--- src/rtl/rtc_prog_pkg.sv ---
// Shared constants for the RTC programming editor: mode codes, FSM encoding
// and per-mode BCD field limits.
package rtc_prog_pkg;

  localparam logic [1:0] MODE_NONE  = 2'b00;
  localparam logic [1:0] MODE_DATE  = 2'b01;
  localparam logic [1:0] MODE_TIME  = 2'b10;
  localparam logic [1:0] MODE_TIMER = 2'b11;

  localparam logic [1:0] ST_IDLE_ENC   = 2'd0;
  localparam logic [1:0] ST_LOAD_ENC   = 2'd1;
  localparam logic [1:0] ST_EDIT_ENC   = 2'd2;
  localparam logic [1:0] ST_COMMIT_ENC = 2'd3;

  typedef enum logic [1:0] {
    ST_IDLE   = ST_IDLE_ENC,
    ST_LOAD   = ST_LOAD_ENC,
    ST_EDIT   = ST_EDIT_ENC,
    ST_COMMIT = ST_COMMIT_ENC
  } state_e;

  localparam logic [7:0] DATE_DAY_MIN   = 8'h01;
  localparam logic [7:0] DATE_DAY_MAX   = 8'h31;
  localparam logic [7:0] DATE_MONTH_MIN = 8'h01;
  localparam logic [7:0] DATE_MONTH_MAX = 8'h12;
  localparam logic [7:0] DATE_YEAR_MIN  = 8'h00;
  localparam logic [7:0] DATE_YEAR_MAX  = 8'h99;
  localparam logic [7:0] TIME_HOUR_MIN  = 8'h00;
  localparam logic [7:0] TIME_HOUR_MAX  = 8'h23;
  localparam logic [7:0] TIME_MS_MIN    = 8'h00;
  localparam logic [7:0] TIME_MS_MAX    = 8'h59;

  // Time and timer share ranges; MODE_NONE never edits, so it falls in with them.
  function automatic logic [7:0] fieldMin(input logic [1:0] mode, input logic [1:0] idx);
    if (mode == MODE_DATE) begin
      case (idx)
        2'd0:    return DATE_DAY_MIN;
        2'd1:    return DATE_MONTH_MIN;
        default: return DATE_YEAR_MIN;
      endcase
    end
    return (idx == 2'd0) ? TIME_HOUR_MIN : TIME_MS_MIN;
  endfunction

  function automatic logic [7:0] fieldMax(input logic [1:0] mode, input logic [1:0] idx);
    if (mode == MODE_DATE) begin
      case (idx)
        2'd0:    return DATE_DAY_MAX;
        2'd1:    return DATE_MONTH_MAX;
        default: return DATE_YEAR_MAX;
      endcase
    end
    return (idx == 2'd0) ? TIME_HOUR_MAX : TIME_MS_MAX;
  endfunction

endpackage

--- src/rtl/rtc_prog_editor_bcd_step.sv ---
// Wrapping BCD increment/decrement of one field with a range/validity clamp;
// invalid inputs come out as the field minimum.
module rtc_bcd_step (
  input  logic [7:0] in_i,
  input  logic [7:0] min_i,
  input  logic [7:0] max_i,
  input  logic       up_i,
  input  logic       down_i,
  output logic [7:0] out_o
);

  logic       valid;
  logic [7:0] inc;
  logic [7:0] dec;

  // Packed BCD orders the same as binary, so plain compares do the range check.
  always_comb begin
    valid = (in_i[7:4] <= 4'd9) && (in_i[3:0] <= 4'd9) &&
            (in_i >= min_i) && (in_i <= max_i);
    inc   = (in_i[3:0] == 4'd9) ? {in_i[7:4] + 4'd1, 4'd0} : {in_i[7:4], in_i[3:0] + 4'd1};
    dec   = (in_i[3:0] == 4'd0) ? {in_i[7:4] - 4'd1, 4'd9} : {in_i[7:4], in_i[3:0] - 4'd1};
    out_o = in_i;
    if (!valid) begin
      out_o = min_i;
    end else if (up_i && !down_i) begin
      out_o = (in_i == max_i) ? min_i : inc;
    end else if (down_i && !up_i) begin
      out_o = (in_i == min_i) ? max_i : dec;
    end
  end

endmodule

--- src/rtl/rtc_prog_editor.sv ---
// RTC programming editor: loads three BCD fields on mode entry, edits them with
// button pulses, and strobes them out on mode exit. Blinking: RTC_BLINK_EN.
module rtc_prog_editor
  import rtc_prog_pkg::*;
#(
  parameter int BLINK_DIV = 25_000_000
) (
  input  logic       clk,
  input  logic       reset,
  input  logic [1:0] programacion,
  input  logic       btn_up,
  input  logic       btn_down,
  input  logic       btn_left,
  input  logic       btn_right,
  input  logic [7:0] rd_f0,
  input  logic [7:0] rd_f1,
  input  logic [7:0] rd_f2,
  output logic       rd_req,
  output logic       editing,
  output logic [1:0] cursor,
  output logic [7:0] f0,
  output logic [7:0] f1,
  output logic [7:0] f2,
  output logic       wr_stb,
  output logic [1:0] wr_mode,
  output logic [2:0] blink_mask
);

  state_e     state_q, state_d;
  logic [1:0] mode_q, mode_d;
  logic [1:0] cursor_q, cursor_d;
  logic [7:0] f_q [3];
  logic [7:0] f_d [3];
  logic       rd_req_q, rd_req_d;
  logic       editing_q, editing_d;
  logic       wr_stb_q, wr_stb_d;
  logic [1:0] wr_mode_q, wr_mode_d;

  logic [7:0] rd_val [3];
  logic [7:0] load_val [3];
  logic [7:0] sel_field;
  logic [7:0] step_out;

  assign rd_val[0] = rd_f0;
  assign rd_val[1] = rd_f1;
  assign rd_val[2] = rd_f2;

  for (genvar i = 0; i < 3; i++) begin : g_load
    rtc_bcd_step u_clamp (
      .in_i   (rd_val[i]),
      .min_i  (fieldMin(mode_q, 2'(i))),
      .max_i  (fieldMax(mode_q, 2'(i))),
      .up_i   (1'b0),
      .down_i (1'b0),
      .out_o  (load_val[i])
    );
  end

  always_comb begin
    case (cursor_q)
      2'd1:    sel_field = f_q[1];
      2'd2:    sel_field = f_q[2];
      default: sel_field = f_q[0];
    endcase
  end

  rtc_bcd_step u_step (
    .in_i   (sel_field),
    .min_i  (fieldMin(mode_q, cursor_q)),
    .max_i  (fieldMax(mode_q, cursor_q)),
    .up_i   (btn_up),
    .down_i (btn_down),
    .out_o  (step_out)
  );

  always_comb begin
    state_d   = state_q;
    mode_d    = mode_q;
    cursor_d  = cursor_q;
    f_d       = f_q;
    wr_stb_d  = 1'b0;
    wr_mode_d = 2'b00;
    case (state_q)
      ST_IDLE: begin
        if (programacion != MODE_NONE) begin
          mode_d  = programacion;
          state_d = ST_LOAD;
        end
      end
      ST_LOAD: begin
        f_d      = load_val;
        cursor_d = 2'd0;
        state_d  = ST_EDIT;
      end
      ST_EDIT: begin
        if (programacion != mode_q) begin
          state_d = ST_COMMIT;
        end else begin
          // Step lands on the old cursor field even if the cursor also moves.
          for (int i = 0; i < 3; i++) begin
            if (cursor_q == 2'(i)) f_d[i] = step_out;
          end
          if (btn_right && !btn_left) begin
            cursor_d = (cursor_q == 2'd2) ? 2'd0 : cursor_q + 2'd1;
          end else if (btn_left && !btn_right) begin
            cursor_d = (cursor_q == 2'd0) ? 2'd2 : cursor_q - 2'd1;
          end
        end
      end
      ST_COMMIT: begin
        wr_stb_d  = 1'b1;
        wr_mode_d = mode_q;
        if (programacion == MODE_NONE) begin
          state_d = ST_IDLE;
        end else begin
          mode_d  = programacion;
          state_d = ST_LOAD;
        end
      end
      default: state_d = ST_IDLE;
    endcase
    rd_req_d  = (state_d == ST_LOAD);
    editing_d = (state_d == ST_EDIT);
  end

  always_ff @(posedge clk) begin
    if (reset) begin
      state_q   <= ST_IDLE;
      mode_q    <= MODE_NONE;
      cursor_q  <= 2'd0;
      for (int i = 0; i < 3; i++) f_q[i] <= 8'h00;
      rd_req_q  <= 1'b0;
      editing_q <= 1'b0;
      wr_stb_q  <= 1'b0;
      wr_mode_q <= 2'b00;
    end else begin
      state_q   <= state_d;
      mode_q    <= mode_d;
      cursor_q  <= cursor_d;
      f_q       <= f_d;
      rd_req_q  <= rd_req_d;
      editing_q <= editing_d;
      wr_stb_q  <= wr_stb_d;
      wr_mode_q <= wr_mode_d;
    end
  end

  assign rd_req  = rd_req_q;
  assign editing = editing_q;
  assign cursor  = cursor_q;
  assign f0      = f_q[0];
  assign f1      = f_q[1];
  assign f2      = f_q[2];
  assign wr_stb  = wr_stb_q;
  assign wr_mode = wr_mode_q;

`ifdef RTC_BLINK_EN
  localparam int CW = (BLINK_DIV > 1) ? $clog2(BLINK_DIV) : 1;

  logic [CW-1:0] cnt_q, cnt_d;
  logic          phase_q, phase_d;
  logic [2:0]    mask_q, mask_d;

  // Restarting on a cursor move shows the newly selected field steadily first.
  always_comb begin
    cnt_d   = cnt_q;
    phase_d = phase_q;
    if (state_q == ST_LOAD || (state_q == ST_EDIT && cursor_d != cursor_q)) begin
      cnt_d   = '0;
      phase_d = 1'b0;
    end else if (state_q == ST_EDIT) begin
      if (cnt_q == CW'(BLINK_DIV - 1)) begin
        cnt_d   = '0;
        phase_d = !phase_q;
      end else begin
        cnt_d = cnt_q + 1'b1;
      end
    end
    mask_d = (state_d == ST_EDIT) ? ~((3'b001 << cursor_d) & {3{phase_d}}) : 3'b111;
  end

  always_ff @(posedge clk) begin
    if (reset) begin
      cnt_q   <= '0;
      phase_q <= 1'b0;
      mask_q  <= 3'b000;
    end else begin
      cnt_q   <= cnt_d;
      phase_q <= phase_d;
      mask_q  <= mask_d;
    end
  end

  assign blink_mask = mask_q;
`else
  // Solid display; the divider only matters when blinking is compiled in.
  assign blink_mask = {3{BLINK_DIV > 0}};
`endif

endmodule

--- config.mk ---
export PLATFORM = sky130hd
export DESIGN_NAME = rtc_prog_editor
export DESIGN_NICKNAME = d
export VERILOG_FILES = /design/src/rtl/rtc_prog_pkg.sv /design/src/rtl/rtc_prog_editor_bcd_step.sv /design/src/rtl/rtc_prog_editor.sv
export SDC_FILE = /design/constraint.sdc
export NUM_CORES = 1
export LEC_CHECK = 0
export ABC_AREA = 0
export BUFFER_PORTS_ARGS = -buffer_cell sky130_fd_sc_hd__buf_2
export CORE_AREA = 2 2 85 87
export DETAILED_ROUTE_END_ITERATION = 16
export DIE_AREA = 0 0 87 89
export GPL_TIMING_DRIVEN = 1
export PLACE_DENSITY = 0.7
export SYNTH_ARGS = -nofsm -noshare
export SYNTH_HDL_FRONTEND = slang
export SYNTH_SLANG_ARGS = --single-unit
--- constraint.sdc ---
create_clock -name clk -period 3.7 [get_ports clk]
set_clock_uncertainty 0.2 [all_clocks]
set_input_delay 0.37 -clock clk [delete_from_list [all_inputs] [get_ports clk]]
set_output_delay 0.37 -clock clk [all_outputs]
set_load 0.05 [all_outputs]
Yosys cells after proc, flatten, opt, wreduce, memory -nomap -nowiden:

Cells that the tools add are included.

* flip-flop bits (word level): 35
* bits of input ports: 32
* output and inout bits: 34

* $add $sub $neg: 6
* magnitude comparators: 16
* equality and inequality tests: 19
* muxes and demuxes: 48
* bitwise gates (word level): 1
* reduce and logical (&&, ||, !) cells: 34

Operators by type and width (count)
* 2-to-1 mux 8 bit: 27
* one-hot mux 24 bit (2 select lines): 1
* >= comparator 8 bit: 4
* <= comparator 4 bit (second input constant): 8
* <= comparator 8 bit: 4
* one-hot mux 8 bit (2 select lines): 2
* 2-to-1 mux 24 bit: 1
* 2-to-1 mux 2 bit: 9
* equality test 8 bit: 2
* logical AND 1 bit: 16
* AND reduction 3 bit: 5
* inequality test 2 bit (second input constant): 6
* adder 4 x 1 -> 4 bit (second input constant): 2
* equality test 2 x 1 -> 1 bit (second input constant): 4
* equality test 2 bit (second input constant): 4
* one-hot mux 2 bit (2 select lines): 2
* one-hot mux 2 bit (4 select lines): 1
* subtractor 4 x 1 -> 4 bit (second input constant): 2
* 2-to-1 mux 7 bit: 1
* zero test 2 bit: 3
* nonzero test 2 bit: 3
* equality test 4 bit (second input constant): 1
* zero test 1 bit: 4
* zero test 4 bit: 1
* 7 further kinds: 11

Longest topological paths before layout:

* depth after elaboration: 13
* depth in mapped cells: 16
* mapped depth without buffers: 13

Hierarchy:

From an unflattened synthesis, not the netlist that was laid out.

* cell total of the unflattened synthesis: 910
* area, all modules: 6437.4 µm²

Modules (own cells, without submodules)
* rtc_bcd_step (g_load[0].u_clamp ...): instances 3, cells an instance 176, area an instance 1162.4 µm², sequential area each 0.0 µm²
* rtc_prog_editor: instances 1, cells an instance 226, area an instance 1864.3 µm², sequential area each 700.7 µm²
* rtc_bcd_step (u_step): instances 1, cells an instance 156, area an instance 1086.0 µm², sequential area each 0.0 µm²

Worst setup path before layout:

No wires, ideal clock.

* kind: register to register
* from: register cursor_q[1] (netlist: cursor[1])
* to: register f_q (netlist bit f0[4])
* setup time: 0.088 ns
* arrival time: 3.682 ns
* path slack: -0.270 ns
* cell stages (with the launch flop): 14
* buffers on the path: 2
* clock period less this slack: 3.970 ns
* path through: dfxtp_1 > inv_1 > ha_1 > buf_2 > buf_2 > a21o_1 > inv_1 > ha_1 > and4_1 > o211ai_2 > nor4b_4 > o211ai_2 > or4_4 > a311oi_2

* longest elaborated chain between the ends: 13

RTL lines
* start: declaration: RTL line rtc_prog_editor.sv:31 `logic [1:0] cursor_q, cursor_d;`
* start signal: assignment: RTL line rtc_prog_editor.sv:139 `cursor_q <= cursor_d;`
* branches (longest 13 deep; another with >= comparator 8 bit)
* end signal: assignment: RTL line rtc_prog_editor.sv:140 `f_q <= f_d;`
* end: declaration: RTL line rtc_prog_editor.sv:32 `logic [7:0] f_q [3];`

Parallel ways; which one is timed is not known. The select of a mux whose other input is x is not followed.
A chain may end at the register's enable or synchronous reset.

Worst setup path in the final report:

* from: register cursor_q[1] (netlist: cursor[1])
* to: register f_q (netlist bit f2[6])

Same word-level chain as after synthesis.

==> impl_metrics.tcl <==
set metrics [dict create \
    status "completed" \
    first_pass_iters 5 \
    drt_wl_total_um 8970 \
    ys_top_cells_by_area "dfxtp_1, ha_1, nor2_1, nand2_1, o21ai_0" \
    synth_seq_cells 35 \
    cts.clk_slew.worst_paths_ps 80 \
    ant_nets 0 \
    ys_types 67 \
    vias 3292 \
    gr-total-overflow 0 \
    grt_pass1_vias 2953 \
    r2r_end "f2[6]" \
    rows 30 \
    yosysSeqAreaShare_pct 23.2 \
    clk_latency_ps 290 \
    synth_edf_count 0 \
    cts_buffers 5 \
    synth.avg_cell_area_um2 7.75 \
    cts_tree "yes" \
    drtIter0Drc 223 \
    critPathLaunchType "flip-flop" \
    syn_to_final_growth_pct 20.0 \
    grt_antenna_before_repair 0 \
    port_buffers 62 \
    synth_warnings 0 \
    finalHoldViolCount 0 \
    startpoint "cursor[1]" \
    critPathArrivalTime_ps 3370 \
    worstRegToRegCells 14 \
    dieArea_um2 7740 \
    synthDominantCellAreaShare_pct 23.2 \
    p_total_mw 3.00 \
    share_comb_of_total_power_pct 71.6 \
    relSlewSlack_pct 20.6 \
    cts.sinks 35 \
    synth-main-ff-cell "dfxtp_1" \
    drc 0 \
    tns_ps 0 \
    grt_max_degree 26 \
    leakage_nw 1.56 \
    reg2reg_slack_ps 250 \
    min-delay-start "rd_f1[5]" \
    worst_hold_slack_ps 154 \
    dp_hpwl_um 7050 \
    end_kind "flip-flop" \
    gp_congestion 0.933 \
    min_period_ps 3450 \
    io-pin-count 66 \
    nNetsFinal 523 \
    fin_crit_sh_pct 93.3 \
    synth_area_um2 3020 \
    initial_utilization_pct 44.9 \
    holdPathStages 3 \
    clock-root-buffer "clkbuf_8" \
    criticalPathCategory "reg -> reg" \
    slew_viol_final 0 \
    hold_end "f1[5]" \
    die_h_um 89 \
    r2r_start "cursor[1]" \
    coreArea_um2 6720 \
    hold_path.class "in -> reg" \
    avgViaCountPerCell 6.04 \
    drive_gt1_share_pct 26.9 \
    p_sw_share_pct 54.0 \
    max_freq_mhz 290 \
    rsz0062_at_grt "false" \
    track_usage_pct 23.7 \
    dieWidth_um 87 \
    clock_path_buffers 2 \
    setup_violations 0 \
    cp.required_ps 3620 \
    yosysMostFrequentCell "nor2_1" \
    antennaDiodeCount 0 \
    seqPwrFrac_pct 19.0 \
    worst_pin_slew_ps 1190 \
    grt_pass1_wl_um 14700 \
    crit_fanout 10 \
    synth_largest_area_cell "dfxtp_1" \
    yosys-top-cells-count "nor2_1, nand2_1, dfxtp_1" \
    maxCapViolations 0 \
    wire_per_inst_um 16.5 \
    synthCells 389 \
    cts_max_level 2 \
    p_int_mw 1.38 \
    power_switching_mw 1.62 \
    clkPwrFrac_pct 9.5 \
    pwr_density_cell_nw_per_um2 828 \
    vdd_ir_drop_max_mv 0.308 \
    async_reset_ff_share_pct 0 \
]
-- power by group through the flow --
stage | clock network, mW | registers, mW | logic, mW
2_1_floorplan | 0 | 0.820 | 1.28
3_3_place_gp | 0 | 0.572 | 2.06
3_5_place_dp | 0 | 0.574 | 2.08
4_1_cts | 0.287 | 0.565 | 2.09
5_1_grt | 0.305 | 0.577 | 2.34
6_report | 0.284 | 0.568 | 2.15
-- worst max path at each step --
stage	to	slack [ps]	cells past startpoint
final	f2[6]	250	14
after global routing	f2[6]	10	15
after CTS	f2[6]	140	15
after detailed placement	f2[6]	160	15
after global placement	f2[6]	230	15
after floorplan	f0[4]	30	13
-- kinds of logic (layout without fill, tap and decap cells) --
| group | count (synthesis) | after routing | share of synthesized area [%] |
|---|---|---|---|
| AO/OA/AOI/OAI | 130 | 130 | 31.6 |
| XOR/XNOR | 6 | 6 | 1.74 |
| adder cells (fa/ha/maj) | 27 | 27 | 11.2 |
| buffers and inverters | 40 | 114 | 6.43 |
| flip-flops | 35 | 35 | 23.2 |
| multiplexers | 4 | 4 | 1.74 |
| other | 1 | 3 | 0.124 |
| AND/OR/NAND/NOR | 146 | 146 | 23.9 |
-- layout make-up --
type                            instances  area [µm²]
Tap cell                               80         100
Multi-Input combinational cell        316        2150
Timing Repair Buffer                   86         490
Inverter                               20        77.6
Sequential cell                        35         708
Clock inverter                          3        18.8
Clock buffer                            5        68.8
Fill cell                             639        3100
-- worst max-delay path, stage by stage (launching register included) --
cell      delay [ps]
dfxtp_4          370
inv_1             70
ha_2             420
a21o_1           190
inv_1             70
ha_1             290
and4_1           210
o211ai_2         120
nor4b_4          380
buf_4            210
o21ai_0           90
a32o_1           280
o21ai_0          150
buf_4            150
a311oi_1          80
-- through the flow --
step / instance area, µm² / util [%] / worst slack, ps / std cells
2_1_floorplan: 3030 / - / 27.8 / 391
3_3_place_gp: 3480 / 51.9 / 232 / 534
3_5_place_dp: 3480 / 51.9 / 156 / 534
4_1_cts: 3570 / 53.2 / 141 / 542
5_1_grt: 3620 / 53.9 / 10.8 / 545
6_report: 3620 / 53.9 / 247 / 545
-- sequential cells by signal, indices dropped and copies added, names as in the netlist --
signal	cells
state_q	2
editing	1
cursor	2
wr_mode	2
mode_q	2
rd_req	1
wr_stb	1
f1	8
f0	8
f2	8
-- placed cells by master, fill, tap and decap left out, drive strengths merged, types with 3 or more instances in the layout --
cell | synthesis | final
nand4 | 5 | 5
buf | 11 | 86
clkbuf | 9 | 5
a21oi | 20 | 20
nor4b | 3 | 3
a22oi | 8 | 8
o21a | 3 | 3
xnor2 | 4 | 4
conb | 1 | 3
a31oi | 10 | 10
and2 | 5 | 5
nor4 | 3 | 3
ha | 27 | 27
a21o | 11 | 11
mux2i | 4 | 4
o22ai | 6 | 6
inv | 19 | 20
nor3 | 5 | 5
o221ai | 3 | 3
nand3 | 8 | 8
nand2 | 44 | 44
o211ai | 5 | 5
nor2 | 54 | 54
nand2b | 5 | 5
o21ai | 31 | 31
dfxtp | 35 | 35
nor2b | 4 | 4
a311oi | 15 | 15
-- per-layer routing --
metal  wire length (µm)  track usage (%)  vias up
li1                   -                -     1590
met1               4080             31.4     1541
met2               4070             39.7      141
met3                636             3.79       20
met4                185             7.39        0
met5                  0                0        -
-- timing repair --
action | CTS | global route
buffers inserted | 0 | 3
hold endpoints to repair | 0 | 0
resized for setup | 0 | 7
hold buffers | 0 | 0
endpoints found under the setup margin | 0 | 17
No activity file was read; power rests on OpenSTA's default activity.
